## config.mk

```make
export PLATFORM = sky130hd
export DESIGN_NAME = bcd_to_binary_seq
export DESIGN_NICKNAME = d
export VERILOG_FILES = /design/src/rtl/clock_pkg.sv /design/src/rtl/bcd_digit_adjust.sv /design/src/rtl/bcd_to_binary_seq.sv
export SDC_FILE = /design/constraint.sdc
export NUM_CORES = 1
export LEC_CHECK = 0
export CAP_MARGIN = 20
export CORE_UTILIZATION = 52
export DETAILED_ROUTE_END_ITERATION = 10
export GPL_TIMING_DRIVEN = 0
export PLACE_DENSITY = 0.8
export SLEW_MARGIN = 30
export SYNTH_ARGS = -nofsm -noshare
export SYNTH_HDL_FRONTEND = slang
export SYNTH_SLANG_ARGS = --single-unit
```

## constraint.sdc

```tcl
create_clock -name clk -period 2.76 [get_ports clk]
set_input_delay 0.828 -clock clk [delete_from_list [all_inputs] [get_ports clk]]
set_output_delay 0.828 -clock clk [all_outputs]
set_load 0.02 [all_outputs]
```

## src/rtl/clock_pkg.sv

```systemverilog
// Shared types for the BCD <-> binary time-field converters.
package clock_pkg;

  localparam int BCD_DIGIT_W = 4;

  typedef logic [BCD_DIGIT_W-1:0] bcd_digit_t;

  typedef enum logic [1:0] {
    IDLE  = 2'd0,
    SHIFT = 2'd1,
    DONE  = 2'd2
  } conv_state_t;

endpackage

```

## src/rtl/bcd_digit_adjust.sv

```systemverilog
// Reverse double-dabble digit correction: a digit of 8 or more after a
// right shift had a 10 shifted into it, so it is pulled back by 3.
module bcd_digit_adjust
  import clock_pkg::*;
(
  input  bcd_digit_t digit,
  output bcd_digit_t adjusted
);

  assign adjusted = (digit >= 4'd8) ? bcd_digit_t'(digit - 4'd3) : digit;

endmodule

```

## src/rtl/bcd_to_binary_seq.sv

```systemverilog
// Multi-cycle BCD-to-binary converter (reverse double-dabble, one bit per clock).
// Optional invalid-digit checking is enabled with `define BCD_TO_BIN_CHECK_EN.
module bcd_to_binary_seq
  import clock_pkg::*;
#(
  parameter  int NUM_DIGITS = 2,
  localparam int BIN_W      = $clog2(10 ** NUM_DIGITS)
) (
  input  logic                          clk,
  input  logic                          rst_n,
  input  logic                          in_valid,
  output logic                          in_ready,
  input  logic [BCD_DIGIT_W*NUM_DIGITS-1:0] bcd_in,
  output logic                          out_valid,
  input  logic                          out_ready,
  output logic [BIN_W-1:0]              bin_out,
  output logic                          err
);

  localparam int DW    = BCD_DIGIT_W * NUM_DIGITS;
  localparam int CNT_W = $clog2(BIN_W + 1);
  localparam logic [CNT_W-1:0] LAST_CNT = CNT_W'(BIN_W - 1);

  conv_state_t      state;
  logic [DW-1:0]    digit_reg;
  logic [BIN_W-1:0] acc_reg;
  logic [CNT_W-1:0] cnt;

  logic [DW-1:0]    shifted_digits;
  logic [DW-1:0]    adj_digits;
  logic [BIN_W-1:0] next_acc;

  assign in_ready       = (state == IDLE);
  assign shifted_digits = digit_reg >> 1;
  assign next_acc       = {digit_reg[0], acc_reg[BIN_W-1:1]};

  for (genvar i = 0; i < NUM_DIGITS; i++) begin : g_adj
    bcd_digit_adjust u_adj (
      .digit   (shifted_digits[i*BCD_DIGIT_W +: BCD_DIGIT_W]),
      .adjusted(adj_digits[i*BCD_DIGIT_W +: BCD_DIGIT_W])
    );
  end

`ifdef BCD_TO_BIN_CHECK_EN
  logic invalid_in;
  logic invalid_q;
  logic err_q;

  always_comb begin
    invalid_in = 1'b0;
    for (int i = 0; i < NUM_DIGITS; i++) begin
      if (bcd_in[i*BCD_DIGIT_W +: BCD_DIGIT_W] > 4'd9) invalid_in = 1'b1;
    end
  end

  assign err = err_q;
`else
  assign err = 1'b0;
`endif

  // The final SHIFT edge both shifts and publishes the result, giving a
  // fixed BIN_W-edge latency from the accept edge.
  always_ff @(posedge clk or negedge rst_n) begin
    if (!rst_n) begin
      state     <= IDLE;
      digit_reg <= '0;
      acc_reg   <= '0;
      cnt       <= '0;
      out_valid <= 1'b0;
      bin_out   <= '0;
`ifdef BCD_TO_BIN_CHECK_EN
      invalid_q <= 1'b0;
      err_q     <= 1'b0;
`endif
    end else begin
      case (state)
        IDLE: begin
          if (in_valid) begin
            digit_reg <= bcd_in;
            acc_reg   <= '0;
            cnt       <= '0;
            state     <= SHIFT;
`ifdef BCD_TO_BIN_CHECK_EN
            invalid_q <= invalid_in;
            err_q     <= 1'b0;
`endif
          end
        end
        SHIFT: begin
          digit_reg <= adj_digits;
          acc_reg   <= next_acc;
          cnt       <= cnt + 1'b1;
          if (cnt == LAST_CNT) begin
            out_valid <= 1'b1;
            state     <= DONE;
`ifdef BCD_TO_BIN_CHECK_EN
            err_q     <= invalid_q;
            bin_out   <= invalid_q ? '0 : next_acc;
`else
            bin_out   <= next_acc;
`endif
          end
        end
        DONE: begin
          if (out_ready) begin
            out_valid <= 1'b0;
            state     <= IDLE;
          end
        end
        default: state <= IDLE;
      endcase
    end
  end

endmodule

```

======== Word level (Yosys, flattened, before mapping) ========
Cells that the tools add are included.
Widths: inputs -> output; s select.
operators by class
  add/subtract/negate cells ............... 3
  magnitude comparators ................... 2
  eq/ne operators ......................... 6
  muxes and demuxes ....................... 15
  reduce and logical (&&, ||, !) cells .... 7
operators by type and width
  kind                 number
  $pmux 8 s2           1
  $pmux 7 s2           1
  $mux 4               2
  $mux 8               1
  $mux 7               1
  $mux 2               3
  $ne 2x2->1 const B   3
  $pmux 2 s3           1
  $pmux 3 s2           1
  $reduce_and 3->1     2
  $ge 3x4->1 const B   1
  $ge 4x4->1 const B   1
  $reduce_and 2->1     2
  $reduce_bool 2->1    2
  $sub 3x2->4 const B  1
  $sub 4x2->4 const B  1
  $add 3x1->3 const B  1
  $eq 3x3->1 const B   1
  $mux 3               1
  $eq 2x1->1 const B   1
  $eq 2x2->1 const B   1
  $logic_not 2->1      1
  $mux 1               2
  $pmux 1 s2           1
storage, ports and cells
  bits in registers ....................... 28
  input port bits ......................... 12
  logic and storage cells ................. 39

======== Depth between registers and ports, before layout ========
Gate-level depths: netlist of the first run.
  depth after elaboration ................. 3
  mapped depth ............................ 5
  mapped depth without buffers ............ 5

======== By module ========
From an unflattened synthesis of the first run, not the netlist that was laid out.
unflattened totals
  cells, all modules ...................... 122
  area, all modules ....................... 1,401.3 µm²
modules (own cells, without submodules)
  module             instances  cells an instance  area each (µm²)
  bcd_to_binary_seq  1          100                1,248.7
  bcd_digit_adjust   2          11                 76.3

======== Least setup slack after synthesis of the first run ========
OpenSTA, ideal clock, no wires.
  path type ............................... reg-to-output
  start point ............................. reg state[0]
  end point ............................... out in_ready
  arrival time ............................ 0.887 ns
  data required time ...................... 1.932 ns
  slack ................................... 1.045 ns
  stages on the path, launching flop included .. 3
  buffers on the path ..................... 1
  cells stage by stage .................... dfrtp_1 clkbuf_1 nor2_1
between the ends
  cells in the longest elaborated chain, start to end .. 1
ends and longest elaborated chain
  what                      RTL line                 source
  start: declaration        bcd_to_binary_seq.sv:24  conv_state_t state;
  start signal: assignment  bcd_to_binary_seq.sv:65  state <= IDLE;
  start signal: assignment  bcd_to_binary_seq.sv:82  state <= SHIFT;
  start signal: assignment  bcd_to_binary_seq.sv:95  state <= DONE;
  $logic_not 2->1           bcd_to_binary_seq.sv:33  assign in_ready = (state == IDLE);
  end: declaration          bcd_to_binary_seq.sv:12  output logic in_ready,
No other way between the ends.

======== Worst setup path after layout of the first run ========
Same ends and word-level chain as after synthesis.

==> summary.txt, run 1 <==
Power and ir drop
  • Power, Total: 1.545 mW
  • Static leakage: around 0.68 nW
  • Peak supply drop: 0.5393 mV
  • Pwr dens: 1026 nW/um^2

STA
  • Fin Setup TNS: 0 ns
  • Fmax: between 0.3 and 0.4 GHz
  • Fin crit period: 2.607 ns
  • RSZ-0062 raised after global routing: false
  • Fin. max-slew vios: 0
  • Final-report hold violation count: 0
  • Clock Skew: 0.001985 ns
  • Setup violations, final: 0
  • Final Cycle Share: a little over nine tenths
  • Normalized max-slew margin: 61.72%
  • Worst slew pin tran: about 0.57 ns

Floorplan
  • Starting Density: 55.91%
  • Std cell rows: 17
  • Chip height: around 51 um
  • Die ar.: 2602 um^2
  • Core area: 2233 um^2
  • Die width: 51.01 um
  • # IOs: 22

Cells and area
  • Syn-to-layout area delta: 20.64%
  • Antenna cell count: 0
  • Final #Nets: 151
  • Max reg flops: 8
  • Final std cells w/o fill: 162
  • Share of cells above drive strength 1: ~14%

Clocking
  • Root Buffer: clkbuf_4
  • Cts hold-fix bufs: 0
  • Post-cts sizing count: 0
  • Clock transition at path regs: ~0.14 ns
  • Clock buffer depth: 2
  • Htree depth: 1
  • TritonCTS buffer count: 3
  • Clk sinks: 27
  • CTS tree: done
  • Clk Latency, worst-skew pair: 0.32 ns
  • Setup Fix Bufs, Post-CTS: 0

Outcome
  • Status: completed

Worst setup path
  • Required @ worst endpoint: 1.93 ns
  • Worst-path fanout max: 10
  • Crit path max-delay cell type: clkdlybuf4s50_1
  • Setup crit start kind: flop
  • Critical Path Max Stage Delay: a little over 0.6 ns
  • CP bufs+invs: 2
  • CP Capture Type: primary output
  • Arrival time at the worst endpoint: 1.78 ns
  • Crit path kind: flop to primary output
  • Cells along the critical path: clkbuf_1 > nor2_1 > clkdlybuf4s50_1
  • CP top delay family: buffers and inverters

Logic synthesis
  • Synth Warn #: 0
  • Synthesized area: 1249 um^2
  • Avg Cell Area, Syn: 11.35 um^2
  • Cell variety after synth: 29
  • Yosys reg bits: 27
  • Share of the yosys chip area belonging to registers: 54.11%
  • Synth Instances: 110
  • Syn nets: 126

Place
  • Dpl cells: 158
  • Buffers on Ports: 20
  • DP Wirelength: 1714 um
  • Final Wtd Congestion: approximately 0.86

Route
  • Final routed DRC violation total: 0
  • DR vias: 909
  • Final ANT Viol Nets: 0
  • Final wirelength: approximately 2300 um
  • Drt first-iter violations: 23
  • Per-cell routed wire length: 14.40 um
  • Routed vias/inst: 5.611
  • Drt first pass iters: 4

Min path
  • Hold Path Class: primary input to asynchronous set/reset pin

GRT
  • First-pass GRT wire length: 4084 um
  • Tot GR Track Use: between 20% and 30%
  • Total gr overflow: 0
  • Vias in the first global route: slightly above 900
  • Initial antenna violation count: 0
  • Pin count of the biggest net entering global routing: 28

Run
  • Max Cap Viol: 0
[logic make-up (layout without fill, tap and decap cells)]
logic type,Yosys count,in the layout,share of synthesized area (%)
mux,7,7,6.313
simple gates,22,22,10.82
fa+ha+maj,4,4,4.008
other cells,1,1,0.3003
xor+xnor,2,2,1.403
buf+inv,12,36,4.308
flops,27,27,54.11
compound gates,35,35,18.74
[layer usage]
metal / global-route usage, % / wire length (um) / up-vias
met5: 0 / 0 / -
met4: 12.96 / 26 / 0
met3: 2.679 / 103 / 2
met2: 34.43 / 1183 / 24
met1: 28.88 / 1019 / 448
li1: - / - / 435
[placed cells by master (no fill, tap or decap), types with 4 or more instances in the layout]
| master | instances |
|---|---|
| o21ai_0 | 8 |
| buf_2 | 5 |
| nor2b_1 | 6 |
| a21oi_1 | 6 |
| inv_1 | 6 |
| a22o_1 | 6 |
| dfrtp_1 | 27 |
| clkdlybuf4s50_1 | 19 |
| ha_1 | 4 |
| nand2_1 | 8 |
| mux2_2 | 7 |
[layout make-up]
cell class / instances / area, um^2
clock inverters: 1 / 5.005
inverters: 6 / 22.52
flip-flops and latches: 27 / 675.6
plain buffers: 6 / 31.28
well taps: 28 / 35.03
clock buffers: 3 / 22.52
repair buffers: 20 / 195.2
multi-input cells: 71 / 519.2
fillers: 183 / 726.9
[per-stage QoR]
stage | cell area [um^2] | hold slack (ns) | util, % | setup slack (ns)
final | 1506 | 0.4808 | 67.45 | 0.1525
after global placement | 1484 | 0.4640 | 66.44 | 0.5161
after floorplan | 1249 | 0.4675 | - | 1.045
after global routing | 1506 | 0.5184 | 67.45 | 0.03728
after CTS | 1506 | 0.4921 | 67.45 | 0.1296
after detailed placement | 1479 | 0.4684 | 66.22 | 0.5222
[final timing paths]
check,startpoint,end,slack [ns],cells after the start
max,state[0],in_ready,0.15,3
min,rst_n,cnt[0],0.48,1
max reg2reg,cnt[0],bin_out[6],1.45,4
min reg2reg,out_valid,out_valid,0.50,2
max in group asynchronous,rst_n,acc_reg[5],1.91,1
min in group clk,out_valid,out_valid,0.50,2
[report_power, final]
group | total (mW) | switching [mW] | internal (mW)
Clock | 0.166 | 0.112 | 0.0543
Combinational | 0.679 | 0.335 | 0.345
Sequential | 0.700 | 0.139 | 0.562
Total | 1.55 | 0.585 | 0.961
[cells in the mapped netlist, drive strengths merged]
cell type	instances	area share, %
dfrtp	27	54
nand2	8	2.4
o21ai	8	3.2
mux2	7	6.3
nor2b	7	4.1
a21oi	6	2.4
a22o	6	4.2
inv	6	1.8
buf	5	2.2
ha	4	4.0
a22oi	3	1.8
a31oi	3	1.5
o22ai	3	1.5
a221oi	2	1.4
nor2	2	0.60
xnor2	2	1.4
a32oi	1	0.70
and2b	1	0.60
clkbuf	1	0.30
conb	1	0.30
nand2b	1	0.50
nand3	1	1.4
nand3b	1	0.60
nor3b	1	0.60
o211a	1	0.80
o21bai	1	0.60
o31ai	1	0.60
Power figures use the tool's default switching activity.
==> inputs of run 2 (changes only) <==
--- a/config.mk
+++ b/config.mk
@@ -6,10 +6,10 @@
 export NUM_CORES = 1
 export LEC_CHECK = 0
 export CAP_MARGIN = 20
-export CORE_UTILIZATION = 52
+export CORE_UTILIZATION = 25
 export DETAILED_ROUTE_END_ITERATION = 10
 export GPL_TIMING_DRIVEN = 0
-export PLACE_DENSITY = 0.8
+export PLACE_DENSITY = 0.45
 export SLEW_MARGIN = 30
 export SYNTH_ARGS = -nofsm -noshare
 export SYNTH_HDL_FRONTEND = slang
==> summary.txt, run 2 (same netlist as run 1, synthesis figures left out) <==
Power and ir drop
  • Static leakage: 0.6880 nW (was 0.6840 nW)
  • Peak supply drop: 0.4018 mV (was 0.5393 mV)
  • Pwr dens: 1026 nW/um^2 (about the same)

Clocking
  • Htree depth: 1 (unchanged)
  • CTS tree: done (unchanged)
  • TritonCTS buffer count: 3 (unchanged)
  • Clock buffer depth: 2 (unchanged)
  • Cts hold-fix bufs: 0 (unchanged)
  • Setup Fix Bufs, Post-CTS: 0 (unchanged)
  • Post-cts sizing count: 0 (unchanged)
  • Clock transition at path regs: 0.10 ns (was 0.14 ns)
  • Clk Latency, worst-skew pair: 0.28 ns (was 0.32 ns)
  • Root Buffer: clkbuf_8 (was clkbuf_4)
  • Clk sinks: 27 (unchanged)

Place
  • DP Wirelength: 1848 um (was 1714 um)
  • Post-DP Area: 1528 um^2 (was 1479 um^2)
  • Final Wtd Congestion: 0.7514 (was 0.8579)
  • Buffers on Ports: 20 (unchanged)

Min path
  • Hold Path Class: flop to flop (was primary input to asynchronous set/reset pin)

Cells and area
  • Syn-to-layout area delta: 26.25% (was 20.64%)
  • Max reg flops: 8 (unchanged)
  • Final #Nets: 151 (unchanged)
  • Commonest non-fill, non-tap cell in the layout: dfrtp_1 (unchanged)
  • Share of cells above drive strength 1: 14.18% (unchanged)
  • FILL cells: 502 (was 183)
  • Final instance area: 1577 um^2 (was 1506 um^2)
  • Antenna cell count: 0 (unchanged)
  • Fin util: 33.16% (was 67.45%)
  • Most frequent cells in the layout: dfrtp_1, clkdlybuf4s50_1, nand2_1, o21ai_0, mux2_2 (unchanged)

STA
  • Normalized max-slew margin: 57.94% (was 61.72%)
  • Final Cycle Share: 93.54% (was 94.47%)
  • Worst slew pin tran: 0.6310 ns (was 0.5741 ns)
  • RSZ-0062 raised after global routing: false (unchanged)
  • Fin. max-slew vios: 0 (unchanged)
  • Clock Skew: 0.001322 ns (was 0.001985 ns)
  • Fin Setup TNS: 0 ns (unchanged)
  • Setup violations, final: 0 (unchanged)
  • Final-report hold violation count: 0 (unchanged)
  • Fmax: 0.3874 GHz (was 0.3835 GHz)
  • Fin crit period: 2.582 ns (was 2.607 ns)

Worst setup path
  • Setup crit start kind: flop (unchanged)
  • Required @ worst endpoint: 1.93 ns (about the same)
  • Arrival time at the worst endpoint: 1.75 ns (was 1.78 ns)
  • CP Capture Type: primary output (unchanged)
  • Crit path kind: flop to primary output (unchanged)
  • Worst-path fanout max: 10 (unchanged)

Route
  • Final wirelength: 2660 um (was 2332 um)
  • Per-cell routed wire length: 13.23 um (was 14.40 um)
  • Final ANT Viol Nets: 0 (unchanged)
  • Drt first pass iters: 6 (was 4)
  • DR vias: 908 (was 909)
  • Drt first-iter violations: 50 (was 23)
  • Final routed DRC violation total: 0 (unchanged)
  • Routed vias/inst: 4.517 (was 5.611)

GRT
  • Pin count of the biggest net entering global routing: 28 (unchanged)
  • Total gr overflow: 0 (unchanged)
  • Vias in the first global route: 887 (was 918)
  • Tot GR Track Use: 11.37% (was 21.87%)
  • First-pass GRT wire length: 4554 um (was 4084 um)
  • Initial antenna violation count: 0 (unchanged)

Run
  • Max Cap Viol: 0 (unchanged)

Floorplan
  • Starting Density: 26.26% (was 55.91%)
  • Core area: 4755 um^2 (was 2233 um^2)
  • Die width: 72.68 um (was 51.01 um)
  • # IOs: 22 (unchanged)
  • Die ar.: 5282 um^2 (was 2602 um^2)
  • Std cell rows: 25 (was 17)
  • Chip height: 72.68 um (was 51.01 um)

Outcome
  • Status: completed (unchanged)
## run 2: final timing paths
| path | start | end | slack [ns] | depth (start not counted) |
|---|---|---|---|---|
| worst min-delay path | out_valid | out_valid | 0.49 | 2 |
| max in group asynchronous | rst_n | bin_out[5] | 1.80 | 1 |
| worst min register to register | out_valid | out_valid | 0.49 | 2 |
| worst max register to register | state[1] | digit_reg[3] | 1.44 | 4 |
| min in group asynchronous | rst_n | bin_out[0] | 0.55 | 1 |
| worst max-delay path | state[0] | in_ready | 0.18 | 3 |
## run 2: worst max-delay path, stage by stage (launching register included)
cell and delay [ns]:
dfrtp_1 0.41, clkbuf_1 0.41, nor2_1 0.10, clkdlybuf4s50_1 0.55
## run 2: metal layers
metal | global-route usage (%) | share of wire (%)
met1 | 15.03 | 47
met2 | 17.96 | 48
met3 | 3.315 | 4.0
met4 | 3.486 | 0.98
met5 | 0 | 0
## run 2: power by group
group	total, mW	switching [mW]	internal (mW)
Combinational	0.676	0.332	0.343
Sequential	0.703	0.140	0.563
Clock	0.239	0.136	0.103
## run 2: per-stage QoR
stage / instances / setup WS (ns) / power (mW) / hold WS, ns
floorplan: 110 / 1.045 / 1.139 / 0.4675
global route: 201 / 0.06487 / 1.746 / 0.5287
CTS: 201 / 0.1621 / 1.635 / 0.4982
detailed placement: 197 / 0.4817 / 1.395 / 0.4731
global placement: 197 / 0.4374 / 1.374 / 0.4695
finish: 201 / 0.1784 / 1.617 / 0.4898
## run 2: area by class of cell
cell class / count / area (um^2) / area share (%)
well taps: 67 / 83.83 / 5.317
clock buffers: 3 / 41.29 / 2.619
clock inverters: 1 / 7.507 / 0.4762
multi-input cells: 71 / 519.2 / 32.94
flip-flops and latches: 27 / 675.6 / 42.86
repair buffers: 20 / 195.2 / 12.38
inverters: 6 / 22.52 / 1.429
plain buffers: 6 / 31.28 / 1.984
==> inputs of run 3 (changes only) <==
--- a/config.mk
+++ b/config.mk
@@ -9,7 +9,7 @@
 export CORE_UTILIZATION = 25
 export DETAILED_ROUTE_END_ITERATION = 10
 export GPL_TIMING_DRIVEN = 0
-export PLACE_DENSITY = 0.45
+export PLACE_DENSITY = 0.46
 export SLEW_MARGIN = 30
 export SYNTH_ARGS = -nofsm -noshare
 export SYNTH_HDL_FRONTEND = slang
==> constraint.sdc (replaced) <==
create_clock -name clk -period 2.2 [get_ports clk]
set_input_delay 0.66 -clock clk [delete_from_list [all_inputs] [get_ports clk]]
set_output_delay 0.66 -clock clk [all_outputs]
set_load 0.02 [all_outputs]
==> summary.txt, run 3 (same netlist as run 1, synthesis figures left out) <==
Outcome
  • Status: completed (unchanged)

STA
  • Final-report hold violation count: 0 (unchanged)
  • Clock Skew: 0.001375 ns (was 0.001322 ns)
  • Final worst slack: 0.1681 ns (was 0.1784 ns)
  • RSZ-0062 raised after global routing: false (unchanged)
  • Fin crit period: 2.032 ns
  • Fmax: between 0.4 and 0.5 GHz
  • Fin Setup TNS: 0 ns (unchanged)
  • Worst slew pin tran: 0.6154 ns (was 0.6310 ns)
  • Fin. max-slew vios: 0 (unchanged)
  • Final Cycle Share: between 90 and 100%
  • Normalized max-slew margin: 58.97% (was 57.94%)
  • Setup violations, final: 0 (unchanged)
  • Worst-case hold slack: 0.3782 ns (was 0.4898 ns)

Place
  • Dpl cells: 197 (unchanged)
  • Place WS: 0.1372 ns (was 0.4817 ns)
  • DP Wirelength: 1820 um (was 1848 um)
  • Buffers on Ports: 20 (unchanged)
  • Final Wtd Congestion: 0.8176 (was 0.7514)

Cells and area
  • Most frequent cells in the layout: dfrtp_1, clkdlybuf4s50_1, nand2_1, o21ai_0, mux2_2 (unchanged)
  • Syn-to-layout area delta: 25.85% (was 26.25%)
  • Final #Nets: 150 (was 151)
  • Commonest non-fill, non-tap cell in the layout: dfrtp_1 (unchanged)
  • Antenna cell count: 0 (unchanged)
  • Final std cells w/o fill: 200 (was 201)
  • Share of cells above drive strength 1: 14.29% (was 14.18%)
  • Max reg flops: 8 (unchanged)

Route
  • Final wirelength: 2580 um (was 2660 um)
  • Drt first pass iters: 4 (was 6)
  • Routed vias/inst: 4.445 (was 4.517)
  • Drt first-iter violations: 40 (was 50)
  • Final routed DRC violation total: 0 (unchanged)
  • Per-cell routed wire length: 12.90 um (was 13.23 um)
  • DR vias: 889 (was 908)
  • Final ANT Viol Nets: 0 (unchanged)

Power and ir drop
  • Static leakage: 0.6904 nW (was 0.6880 nW)
  • Pwr dens: 1284 nW/um^2 (was 1026 nW/um^2)
  • Power, Total: 2.018 mW (was 1.617 mW)
  • Seq pwr share: 44.1% (was 43.5%)
  • Pint: 1.259 mW (was 1.009 mW)
  • Peak supply drop: 0.5118 mV (was 0.4018 mV)
  • Sw Share: 37.58% (was 37.61%)
  • Clock network power share: 15.2% (was 14.8%)
  • NetSw: 0.7582 mW (was 0.6083 mW)
  • Comb pwr share: 40.7% (was 41.8%)

Floorplan
  • Die ar.: 5282 um^2 (unchanged)
  • Chip height: 72.68 um (unchanged)
  • Die width: 72.68 um (unchanged)
  • Std cell rows: 25 (unchanged)
  • Core area: 4755 um^2 (unchanged)
  • Starting Density: 26.26% (unchanged)
  • # IOs: 22 (unchanged)

Worst setup path
  • CP Capture Type: primary output (unchanged)
  • Worst Reg-to-Reg Cells: 3 (was 4)
  • Crit path kind: flop to primary output (unchanged)
  • Required @ worst endpoint: 1.54 ns (was 1.93 ns)
  • RR Endpoint: bin_out[4] (was digit_reg[3])
  • RR Startpoint: state[0] (was state[1])
  • R2r setup slk: 0.75 ns (was 1.44 ns)
  • Setup crit start kind: flop (unchanged)
  • Arrival time at the worst endpoint: 1.37 ns (was 1.75 ns)
  • Worst-path fanout max: 10 (unchanged)

Clocking
  • Htree depth: 1 (unchanged)
  • Post-cts sizing count: 1 (was 0)
  • Clock buffer depth: 2 (unchanged)
  • CTS tree: done (unchanged)
  • Setup Fix Bufs, Post-CTS: 0 (unchanged)
  • Clk Latency, worst-skew pair: 0.28 ns (about the same)
  • Clock transition at path regs: 0.10 ns (about the same)
  • Clk sinks: 27 (unchanged)
  • TritonCTS buffer count: 3 (unchanged)
  • Cts hold-fix bufs: 0 (unchanged)
  • Root Buffer: clkbuf_8 (unchanged)

GRT
  • First-pass GRT wire length: 4547 um (was 4554 um)
  • Vias in the first global route: 885 (was 887)
  • Pin count of the biggest net entering global routing: 28 (unchanged)
  • Total gr overflow: 0 (unchanged)
  • Tot GR Track Use: 11.28% (was 11.37%)
  • Initial antenna violation count: 0 (unchanged)

Run
  • Max Cap Viol: 0 (unchanged)

Min path
  • Hold Path Class: primary input to asynchronous set/reset pin (was flop to flop)
run 3: changes by cell type in the layout (fill, tap and decap cells not counted):
cell / before / now
clkdlybuf4s50_1: 19 / 18
clkbuf_1: 1 / 0
dlygate4sd2_1: 0 / 1
run 3: critical path, stage by stage (launching register included):
cell and delay (ns):
dfrtp_1 0.45, buf_2 0.21, nor2_1 0.09, dlygate4sd2_1 0.34
run 3: final cells by class:
cell class / instances / area (um^2)
buffer: 5 / 27.53
clock buffer: 3 / 41.29
clock inverter: 1 / 7.507
fill: 497 / 3183
inverter: 6 / 22.52
multi-input combinational: 71 / 519.2
sequential: 27 / 675.6
tap: 67 / 83.83
timing repair buffer: 20 / 193.9
run 3: routing by layer:
| layer | part of all wire [%] | up-vias | wire (um) | global-route usage, % |
|---|---|---|---|---|
| li1 | - | 435 | - | - |
| met3 | 3.4 | 2 | 89 | 3.315 |
| met5 | 0 | - | 0 | 0 |
| met2 | 49 | 16 | 1255 | 17.65 |
| met4 | 0.50 | 0 | 13 | 1.961 |
| met1 | 47 | 436 | 1222 | 15.67 |
run 3: worst max-delay path by stage:
stage / slack (ns) / startpoint / endpoint / cells after the start
after floorplan: 0.65 / state[0] / in_ready / 2
after global placement: 0.04 / rst_n / digit_reg[4] / 1
after global routing: 0.06 / state[1] / in_ready / 3
after CTS: 0.15 / state[1] / in_ready / 3
after detailed placement: 0.14 / state[0] / in_ready / 3
final: 0.17 / state[1] / in_ready / 3
run 3: power by group through the flow:
stage	registers, mW	clock network, mW	logic, mW
6_report	0.889	0.306	0.822
5_1_grt	0.929	0.332	0.926
4_1_cts	0.894	0.313	0.835
3_5_place_dp	0.890	0	0.858
3_3_place_gp	0.879	0	0.840
2_1_floorplan	0.930	0	0.500
run 3: per-stage QoR:
stage | utilization, % | cell area [um^2]
after floorplan | - | 1249
after global placement | 32.24 | 1533
after detailed placement | 32.13 | 1528
after CTS | 33.05 | 1572
after global routing | 33.05 | 1572
final | 33.05 | 1572
